`config.mk`:
```
export PLATFORM = sky130hd
export DESIGN_NAME = sync_fifo_param_flat
export DESIGN_NICKNAME = d
export VERILOG_FILES = /design/src/rtl/sync_fifo_pkg.sv /design/src/rtl/sync_fifo_param_if.sv /design/src/rtl/sync_fifo_mem.sv /design/src/rtl/sync_fifo_param.sv /design/src/flat_wrapper.sv
export SDC_FILE = /design/constraint.sdc
export NUM_CORES = 1
export LEC_CHECK = 0
export ABC_AREA = 1
export ABC_CLOCK_PERIOD_IN_PS = 5200
export CAP_MARGIN = 30
export CORE_ASPECT_RATIO = 0.8
export CORE_MARGIN = 4
export CORE_UTILIZATION = 55
export CTS_BUF_LIST = sky130_fd_sc_hd__clkbuf_16
export DETAILED_ROUTE_END_ITERATION = 7
export PLACE_DENSITY = 0.74
export SYNTH_ARGS = -nofsm -noshare
export SYNTH_HDL_FRONTEND = slang
export SYNTH_SLANG_ARGS = --single-unit
```
`constraint.sdc`:
```
create_clock -name clk -period 5.2 [get_ports clk]
set_clock_uncertainty 0.15 [all_clocks]
set_input_delay 0.52 -clock clk [delete_from_list [all_inputs] [get_ports clk]]
set_output_delay 0.52 -clock clk [all_outputs]
set_load 0.01 [all_outputs]
```
`src/rtl/sync_fifo_pkg.sv`:
```
// ============================================================================
// Module   : sync_fifo_pkg
// Desc     : Shared types and default thresholds for the single-clock FIFO.
// Revision : 1.0 - initial release
// ============================================================================
`default_nettype none

package sync_fifo_pkg;

  typedef enum logic {
    FIFO_STD  = 1'b0,
    FIFO_FWFT = 1'b1
  } fifo_mode_e;

  localparam int DEF_AFULL_THRESH  = 14;
  localparam int DEF_AEMPTY_THRESH = 2;

endpackage

`default_nettype wire

```
`src/rtl/sync_fifo_param_if.sv`:
```
// ============================================================================
// Module   : sync_fifo_param_if
// Desc     : Producer/consumer bus of the single-clock FIFO.
// Revision : 1.0 - initial release
// ============================================================================
`default_nettype none

interface sync_fifo_param_if #(
  parameter int DATA_WIDTH = 8,
  parameter int ADD_WIDTH  = 4
);

  logic                  wr_en;
  logic [DATA_WIDTH-1:0] data_in;
  logic                  rd_en;
  logic                  err_clr;
  logic [DATA_WIDTH-1:0] data_out;
  logic                  rd_valid;
  logic                  fifo_full;
  logic                  fifo_empty;
  logic                  almost_full;
  logic                  almost_empty;
  logic [ADD_WIDTH:0]    fill_count;
  logic                  overflow;
  logic                  underflow;

  modport master (
    output wr_en, data_in, rd_en, err_clr,
    input  data_out, rd_valid, fifo_full, fifo_empty, almost_full,
           almost_empty, fill_count, overflow, underflow
  );

  modport slave (
    input  wr_en, data_in, rd_en, err_clr,
    output data_out, rd_valid, fifo_full, fifo_empty, almost_full,
           almost_empty, fill_count, overflow, underflow
  );

endinterface

`default_nettype wire

```
`src/rtl/sync_fifo_mem.sv`:
```
// ============================================================================
// Module   : sync_fifo_mem
// Desc     : DEPTH x DATA_WIDTH RAM, synchronous write, asynchronous read.
// Revision : 1.0 - initial release
// ============================================================================
`default_nettype none

module sync_fifo_mem #(
  parameter int DATA_WIDTH = 8,
  parameter int ADD_WIDTH  = 4
) (
  input  logic                  clk,
  input  logic                  we,
  input  logic [ADD_WIDTH-1:0]  waddr,
  input  logic [DATA_WIDTH-1:0] wdata,
  input  logic [ADD_WIDTH-1:0]  raddr,
  output logic [DATA_WIDTH-1:0] rdata
);

  // Storage is intentionally not reset so it maps onto plain RAM.
  logic [DATA_WIDTH-1:0] mem_q [2**ADD_WIDTH];

  always_ff @(posedge clk) begin
    if (we) begin
      mem_q[waddr] <= wdata;
    end
  end

  assign rdata = mem_q[raddr];

endmodule

`default_nettype wire

```
`src/rtl/sync_fifo_param.sv`:
```
// ============================================================================
// Module   : sync_fifo_param
// Desc     : Single-clock FIFO with occupancy, thresholds, sticky errors, STD/FWFT.
// Revision : 1.0 - initial release
// ============================================================================
`default_nettype none

module sync_fifo_param
  import sync_fifo_pkg::*;
#(
  parameter int         DATA_WIDTH    = 8,
  parameter int         ADD_WIDTH     = 4,
  parameter int         AFULL_THRESH  = DEF_AFULL_THRESH,
  parameter int         AEMPTY_THRESH = DEF_AEMPTY_THRESH,
  parameter fifo_mode_e MODE          = FIFO_STD
) (
  input  logic             clk,
  input  logic             rst,
  sync_fifo_param_if.slave bus
);

  localparam int DEPTH = 2 ** ADD_WIDTH;
  localparam logic [ADD_WIDTH:0] c_depth_cnt  = (ADD_WIDTH+1)'(DEPTH);
  localparam logic [ADD_WIDTH:0] c_afull_cnt  = (ADD_WIDTH+1)'(AFULL_THRESH);
  localparam logic [ADD_WIDTH:0] c_aempty_cnt = (ADD_WIDTH+1)'(AEMPTY_THRESH);

  if (!(AEMPTY_THRESH >= 0 && AEMPTY_THRESH < AFULL_THRESH && AFULL_THRESH <= DEPTH)) begin : g_bad_thresh
    $error("sync_fifo_param: require 0 <= AEMPTY_THRESH < AFULL_THRESH <= DEPTH");
  end

  logic [ADD_WIDTH-1:0]  wr_ptr_q, wr_ptr_d, rd_ptr_q, rd_ptr_d;
  logic [ADD_WIDTH:0]    count_q, count_d;
  logic                  full_q, full_d, empty_q, empty_d;
  logic                  afull_q, afull_d, aempty_q, aempty_d;
  logic                  ovf_q, ovf_d, unf_q, unf_d;
  logic                  wr_accept, rd_accept;
  logic [DATA_WIDTH-1:0] mem_rdata;

  always_comb begin
    wr_accept = bus.wr_en && !full_q;
    rd_accept = bus.rd_en && !empty_q;
    wr_ptr_d  = wr_accept ? wr_ptr_q + ADD_WIDTH'(1) : wr_ptr_q;
    rd_ptr_d  = rd_accept ? rd_ptr_q + ADD_WIDTH'(1) : rd_ptr_q;
    case ({wr_accept, rd_accept})
      2'b10:   count_d = count_q + (ADD_WIDTH+1)'(1);
      2'b01:   count_d = count_q - (ADD_WIDTH+1)'(1);
      default: count_d = count_q;
    endcase
    // Flags come from the next count so they line up with fill_count.
    full_d   = (count_d == c_depth_cnt);
    empty_d  = (count_d == '0);
    afull_d  = (count_d >= c_afull_cnt);
    aempty_d = (count_d <= c_aempty_cnt);
    // A fresh error wins over a same-cycle clear.
    ovf_d = (bus.wr_en && full_q)  ? 1'b1 : (bus.err_clr ? 1'b0 : ovf_q);
    unf_d = (bus.rd_en && empty_q) ? 1'b1 : (bus.err_clr ? 1'b0 : unf_q);
  end

  always_ff @(posedge clk) begin
    if (rst) begin
      wr_ptr_q <= '0;
      rd_ptr_q <= '0;
      count_q  <= '0;
      full_q   <= 1'b0;
      empty_q  <= 1'b1;
      afull_q  <= 1'b0;
      aempty_q <= 1'b1;
      ovf_q    <= 1'b0;
      unf_q    <= 1'b0;
    end else begin
      wr_ptr_q <= wr_ptr_d;
      rd_ptr_q <= rd_ptr_d;
      count_q  <= count_d;
      full_q   <= full_d;
      empty_q  <= empty_d;
      afull_q  <= afull_d;
      aempty_q <= aempty_d;
      ovf_q    <= ovf_d;
      unf_q    <= unf_d;
    end
  end

  sync_fifo_mem #(
    .DATA_WIDTH (DATA_WIDTH),
    .ADD_WIDTH  (ADD_WIDTH)
  ) u_mem (
    .clk   (clk),
    .we    (wr_accept),
    .waddr (wr_ptr_q),
    .wdata (bus.data_in),
    .raddr (rd_ptr_q),
    .rdata (mem_rdata)
  );

  if (MODE == FIFO_STD) begin : g_std
    logic [DATA_WIDTH-1:0] dout_q, dout_d;
    logic                  valid_q, valid_d;

    always_comb begin
      dout_d  = rd_accept ? mem_rdata : dout_q;
      valid_d = rd_accept;
    end

    always_ff @(posedge clk) begin
      if (rst) begin
        dout_q  <= '0;
        valid_q <= 1'b0;
      end else begin
        dout_q  <= dout_d;
        valid_q <= valid_d;
      end
    end

    assign bus.data_out = dout_q;
    assign bus.rd_valid = valid_q;
  end else begin : g_fwft
    assign bus.data_out = mem_rdata;
    assign bus.rd_valid = !empty_q;
  end

  assign bus.fifo_full    = full_q;
  assign bus.fifo_empty   = empty_q;
  assign bus.almost_full  = afull_q;
  assign bus.almost_empty = aempty_q;
  assign bus.fill_count   = count_q;
  assign bus.overflow     = ovf_q;
  assign bus.underflow    = unf_q;

endmodule

`default_nettype wire

```
`src/flat_wrapper.sv`:
```
// flat-port wrapper written by rule: the top's interface ports become plain ports
module sync_fifo_param_flat import sync_fifo_pkg::*;
#(
  parameter int         DATA_WIDTH    = 8,
  parameter int         ADD_WIDTH     = 4,
  parameter int         AFULL_THRESH  = DEF_AFULL_THRESH,
  parameter int         AEMPTY_THRESH = DEF_AEMPTY_THRESH,
  parameter fifo_mode_e MODE          = FIFO_STD
)
  (clk, rst, bus_wr_en, bus_data_in, bus_rd_en, bus_err_clr, bus_data_out, bus_rd_valid, bus_fifo_full, bus_fifo_empty, bus_almost_full, bus_almost_empty, bus_fill_count, bus_overflow, bus_underflow);
  sync_fifo_param_if #(.DATA_WIDTH(DATA_WIDTH), .ADD_WIDTH(ADD_WIDTH)) bus_i ();
  input  logic clk;
  input  logic rst;
  input wire logic [$bits(bus_i.wr_en)-1:0] bus_wr_en;
  input wire logic [$bits(bus_i.data_in)-1:0] bus_data_in;
  input wire logic [$bits(bus_i.rd_en)-1:0] bus_rd_en;
  input wire logic [$bits(bus_i.err_clr)-1:0] bus_err_clr;
  output wire logic [$bits(bus_i.data_out)-1:0] bus_data_out;
  output wire logic [$bits(bus_i.rd_valid)-1:0] bus_rd_valid;
  output wire logic [$bits(bus_i.fifo_full)-1:0] bus_fifo_full;
  output wire logic [$bits(bus_i.fifo_empty)-1:0] bus_fifo_empty;
  output wire logic [$bits(bus_i.almost_full)-1:0] bus_almost_full;
  output wire logic [$bits(bus_i.almost_empty)-1:0] bus_almost_empty;
  output wire logic [$bits(bus_i.fill_count)-1:0] bus_fill_count;
  output wire logic [$bits(bus_i.overflow)-1:0] bus_overflow;
  output wire logic [$bits(bus_i.underflow)-1:0] bus_underflow;
  assign bus_i.wr_en = bus_wr_en;
  assign bus_i.data_in = bus_data_in;
  assign bus_i.rd_en = bus_rd_en;
  assign bus_i.err_clr = bus_err_clr;
  assign bus_data_out = bus_i.data_out;
  assign bus_rd_valid = bus_i.rd_valid;
  assign bus_fifo_full = bus_i.fifo_full;
  assign bus_fifo_empty = bus_i.fifo_empty;
  assign bus_almost_full = bus_i.almost_full;
  assign bus_almost_empty = bus_i.almost_empty;
  assign bus_fill_count = bus_i.fill_count;
  assign bus_overflow = bus_i.overflow;
  assign bus_underflow = bus_i.underflow;
  sync_fifo_param #(.DATA_WIDTH(DATA_WIDTH), .ADD_WIDTH(ADD_WIDTH), .AFULL_THRESH(AFULL_THRESH), .AEMPTY_THRESH(AEMPTY_THRESH), .MODE(MODE)) u_core (.clk(clk), .rst(rst), .bus(bus_i));
endmodule
```
==> run summary <==
- status: complete, no violations
- count of input and output buffers: 32
- placement row count: 34
- placeable core area: 11,100 sq um
- routed length per instance: 20.31 um
- iteration-0 DRC count of the detailed router: 509
- top-level I/O count: 33
- CTS-repair resized insts: 0
- syn_nets: 568
- Final nets: 593
- most frequently used flop master after synthesis: sky130_fd_sc_hd__edfxtp_1
- DRC errors left: 0
- unique cell type count in the Yosys netlist: 31
- total of flip-flops plus latches after synthesis: 156
- Tcrit/Tclk final: 0.5326
- reported max-cap violation count: 0
- Antenna diodes: 0
- worst-skew pair later-pin latency: 420 ps
- worst vdd ir: 298.5 uV
- GRT overflow: 0
- leakage power summed over all cells: 2.553 nW
- routed wire length: 14.82 mm
- total chip power: 0.003085 W
- required time of the critical path: 5420 ps
- number of max-slew violations in the final report: 0
- final critical delay including setup and external delays: 2769 ps
- HP Class: flop to flop
- share of the yosys chip area belonging to registers: 0.6890
- mean instance size in the synthesized netlist: 11.66 sq um
- unrepaired setup endpoints after global routing: no
- Worst Tran Pin Value: 1012 ps
- total half-perimeter wirelength after legalization and detailed placement: 8.785 mm
- die width: 128.5 um
- antenna violations before repair: 0
- worst rel slew slack: 0.3230
- Initial Utilization: 0.5757
- quantity of hold-fixing buffers added after cts: 0
- Syn Inst Count: 548
- area grow syn2layout: 14.13%
- arrival time at the worst endpoint: 2980 ps
- proportion of synthesized flip-flops having asynchronous set or reset: 0
- kind of end point of the critical path: flop
- Placer Congestion: 0.8516
- # Post-CTS Setup Buffers: 0
- share of final-layout standard cells stronger than drive strength 1: 0.08532
- Final Hold Vio Count: 0
- total negative setup slack: 0 ps
- power per cell area: 422.8 nW/um^2
- average vias per placed instance: 5.927
- setup-violating endpoint count in the final report: 0
- first-pass iteration count of the detailed router: 5
- combined global-route utilization of all metal layers: 0.2274
- clock slew at reported path FFs: 60 ps
- global-route wire length before repair: 23.05 mm
- Fmax: 0.3611 GHz
- count of vias placed by the detailed router: 4,327
- Num CTS Buffers: 17
- Max Buffers Root-to-Sink: 2
- clock root buffer: sky130_fd_sc_hd__clkbuf_16
- post-synthesis instance area: 6392 sq um
- overall die area: 13,420 sq um
- Die Span Y: 104.4 um
- startpoint-to-endpoint class of the critical path: flop to flop
- worst-path maximum fanout: 19
- Post-synth EDFFs: 128
- number of sinks on the clock net: 156
- TritonCTS clock tree: yes
- H-tree levels: 4
- Synth Warn #: 0
- antenna violation net count after detailed routing: 0
- element type at the critical path start: flop
- vias in the first global route: 4,156
- pin count of the biggest net entering global routing: 67
## synth_stat cells, drive strengths merged, types with 3 or more instances
master	count	area share
a21oi	10	0.0078
buf	17	0.020
clkbuf	12	0.0072
dfxtp	28	0.088
edfxtp	128	0.60
ha	7	0.014
inv	31	0.019
nand2	52	0.034
nand3	33	0.029
nor2	112	0.068
o211ai	3	0.0035
o21ai	74	0.058
o221ai	26	0.036
o22ai	6	0.0059
## layer usage
| metal | up-vias | part of all wire | global-route usage |
|---|---|---|---|
| li1 | 2013 | - | - |
| met1 | 2100 | 0.43 | 0.3279 |
| met2 | 191 | 0.48 | 0.3472 |
| met3 | 23 | 0.072 | 0.04261 |
| met4 | 0 | 0.015 | 0.08021 |
| met5 | - | 0 | 0 |
## per-stage QoR
| step | instance area (sq um) | hold slack (ps) | worst slack [ps] | instances | utilization |
|---|---|---|---|---|---|
| after floorplan | 6392 | 327.3 | 3097 | 548 | - |
| after global routing | 7296 | 337.8 | 2317 | 730 | 0.6571 |
| after detailed placement | 6763 | 308.7 | 2138 | 698 | 0.6091 |
| final | 7296 | 318.3 | 2431 | 730 | 0.6571 |
| after global placement | 6735 | 298.0 | 2251 | 697 | 0.6066 |
| after CTS | 7296 | 317.8 | 2510 | 730 | 0.6571 |
## cells by family after synthesis
family	Yosys count	synth area share
AO/OA/AOI/OAI	121	0.1137
XOR/XNOR	2	0.002741
adder cells (fa/ha/maj)	7	0.01370
buffers and inverters	62	0.04697
flip-flops	156	0.6890
AND/OR/NAND/NOR	200	0.1339
## registers in the layout (all words and copies together) (netlist names), 4 cells and up
name and cells:
u_core.bus.data_out 8, u_core.wr_ptr_q 4, u_core.u_mem.mem_q 128, u_core.rd_ptr_q 4, u_core.bus.fill_count 5
## worst paths after layout
kind	from	cells past startpoint	to	slack, ps
max reg2reg	u_core.rd_ptr_q[2]	6	u_core.bus.data_out[0]	2430
min	u_core.bus.underflow	2	u_core.bus.underflow	320
max	u_core.rd_ptr_q[2]	6	u_core.bus.data_out[0]	2430
min reg2reg	u_core.bus.underflow	2	u_core.bus.underflow	320
## critical path: stages, from the launching register on
cell and delay, ps:
sky130_fd_sc_hd__dfxtp_1 930, sky130_fd_sc_hd__clkinv_1 910, sky130_fd_sc_hd__o221ai_1 300, sky130_fd_sc_hd__nand3_1 170, sky130_fd_sc_hd__o211ai_1 110, sky130_fd_sc_hd__nand2_1 80, sky130_fd_sc_hd__inv_1 70
## power by group
group	switching (W)	internal, W
registers	0.0000348	0.00140
clock network	0.000476	0.000645
logic	0.000333	0.000192
total	0.000844	0.00224
## cell type report
cell class	instances	area, sq um
Fill cell	814	3807
Sequential cell	156	4405
Clock inverter	15	107.6
Multi-Input combinational cell	330	1688
Clock buffer	17	425.4
Timing Repair Buffer	35	362.8
Inverter	33	126.4
Tap cell	144	180.2
## layout by cell type (no fill, tap or decap)
master / instances
sky130_fd_sc_hd__edfxtp_1: 128
sky130_fd_sc_hd__nor2_1: 109
sky130_fd_sc_hd__o21ai_0: 54
sky130_fd_sc_hd__nand2_1: 44
sky130_fd_sc_hd__clkdlybuf4s50_1: 32
sky130_fd_sc_hd__inv_1: 29
sky130_fd_sc_hd__nand3_1: 29
sky130_fd_sc_hd__dfxtp_1: 27
sky130_fd_sc_hd__o221ai_1: 26
sky130_fd_sc_hd__o21ai_1: 20
sky130_fd_sc_hd__clkbuf_16: 17
sky130_fd_sc_hd__a21oi_1: 10
sky130_fd_sc_hd__nand2_2: 7
sky130_fd_sc_hd__ha_1: 7
sky130_fd_sc_hd__clkinv_1: 6
sky130_fd_sc_hd__o22ai_1: 6
sky130_fd_sc_hd__clkinv_2: 6
sky130_fd_sc_hd__nand3_2: 4
sky130_fd_sc_hd__o211ai_1: 3
sky130_fd_sc_hd__xor2_1: 2
sky130_fd_sc_hd__nor3_1: 2
sky130_fd_sc_hd__nor2_2: 2
sky130_fd_sc_hd__clkinv_4: 2
sky130_fd_sc_hd__clkinvlp_4: 2
sky130_fd_sc_hd__buf_4: 2
sky130_fd_sc_hd__inv_2: 1
sky130_fd_sc_hd__nor2_4: 1
sky130_fd_sc_hd__nand2_4: 1
sky130_fd_sc_hd__inv_4: 1
sky130_fd_sc_hd__nand3b_1: 1
sky130_fd_sc_hd__o21bai_1: 1
sky130_fd_sc_hd__o21bai_2: 1
sky130_fd_sc_hd__bufinv_16: 1
sky130_fd_sc_hd__buf_16: 1
sky130_fd_sc_hd__dfxtp_2: 1
No activity file was read; power rests on OpenSTA's default activity.
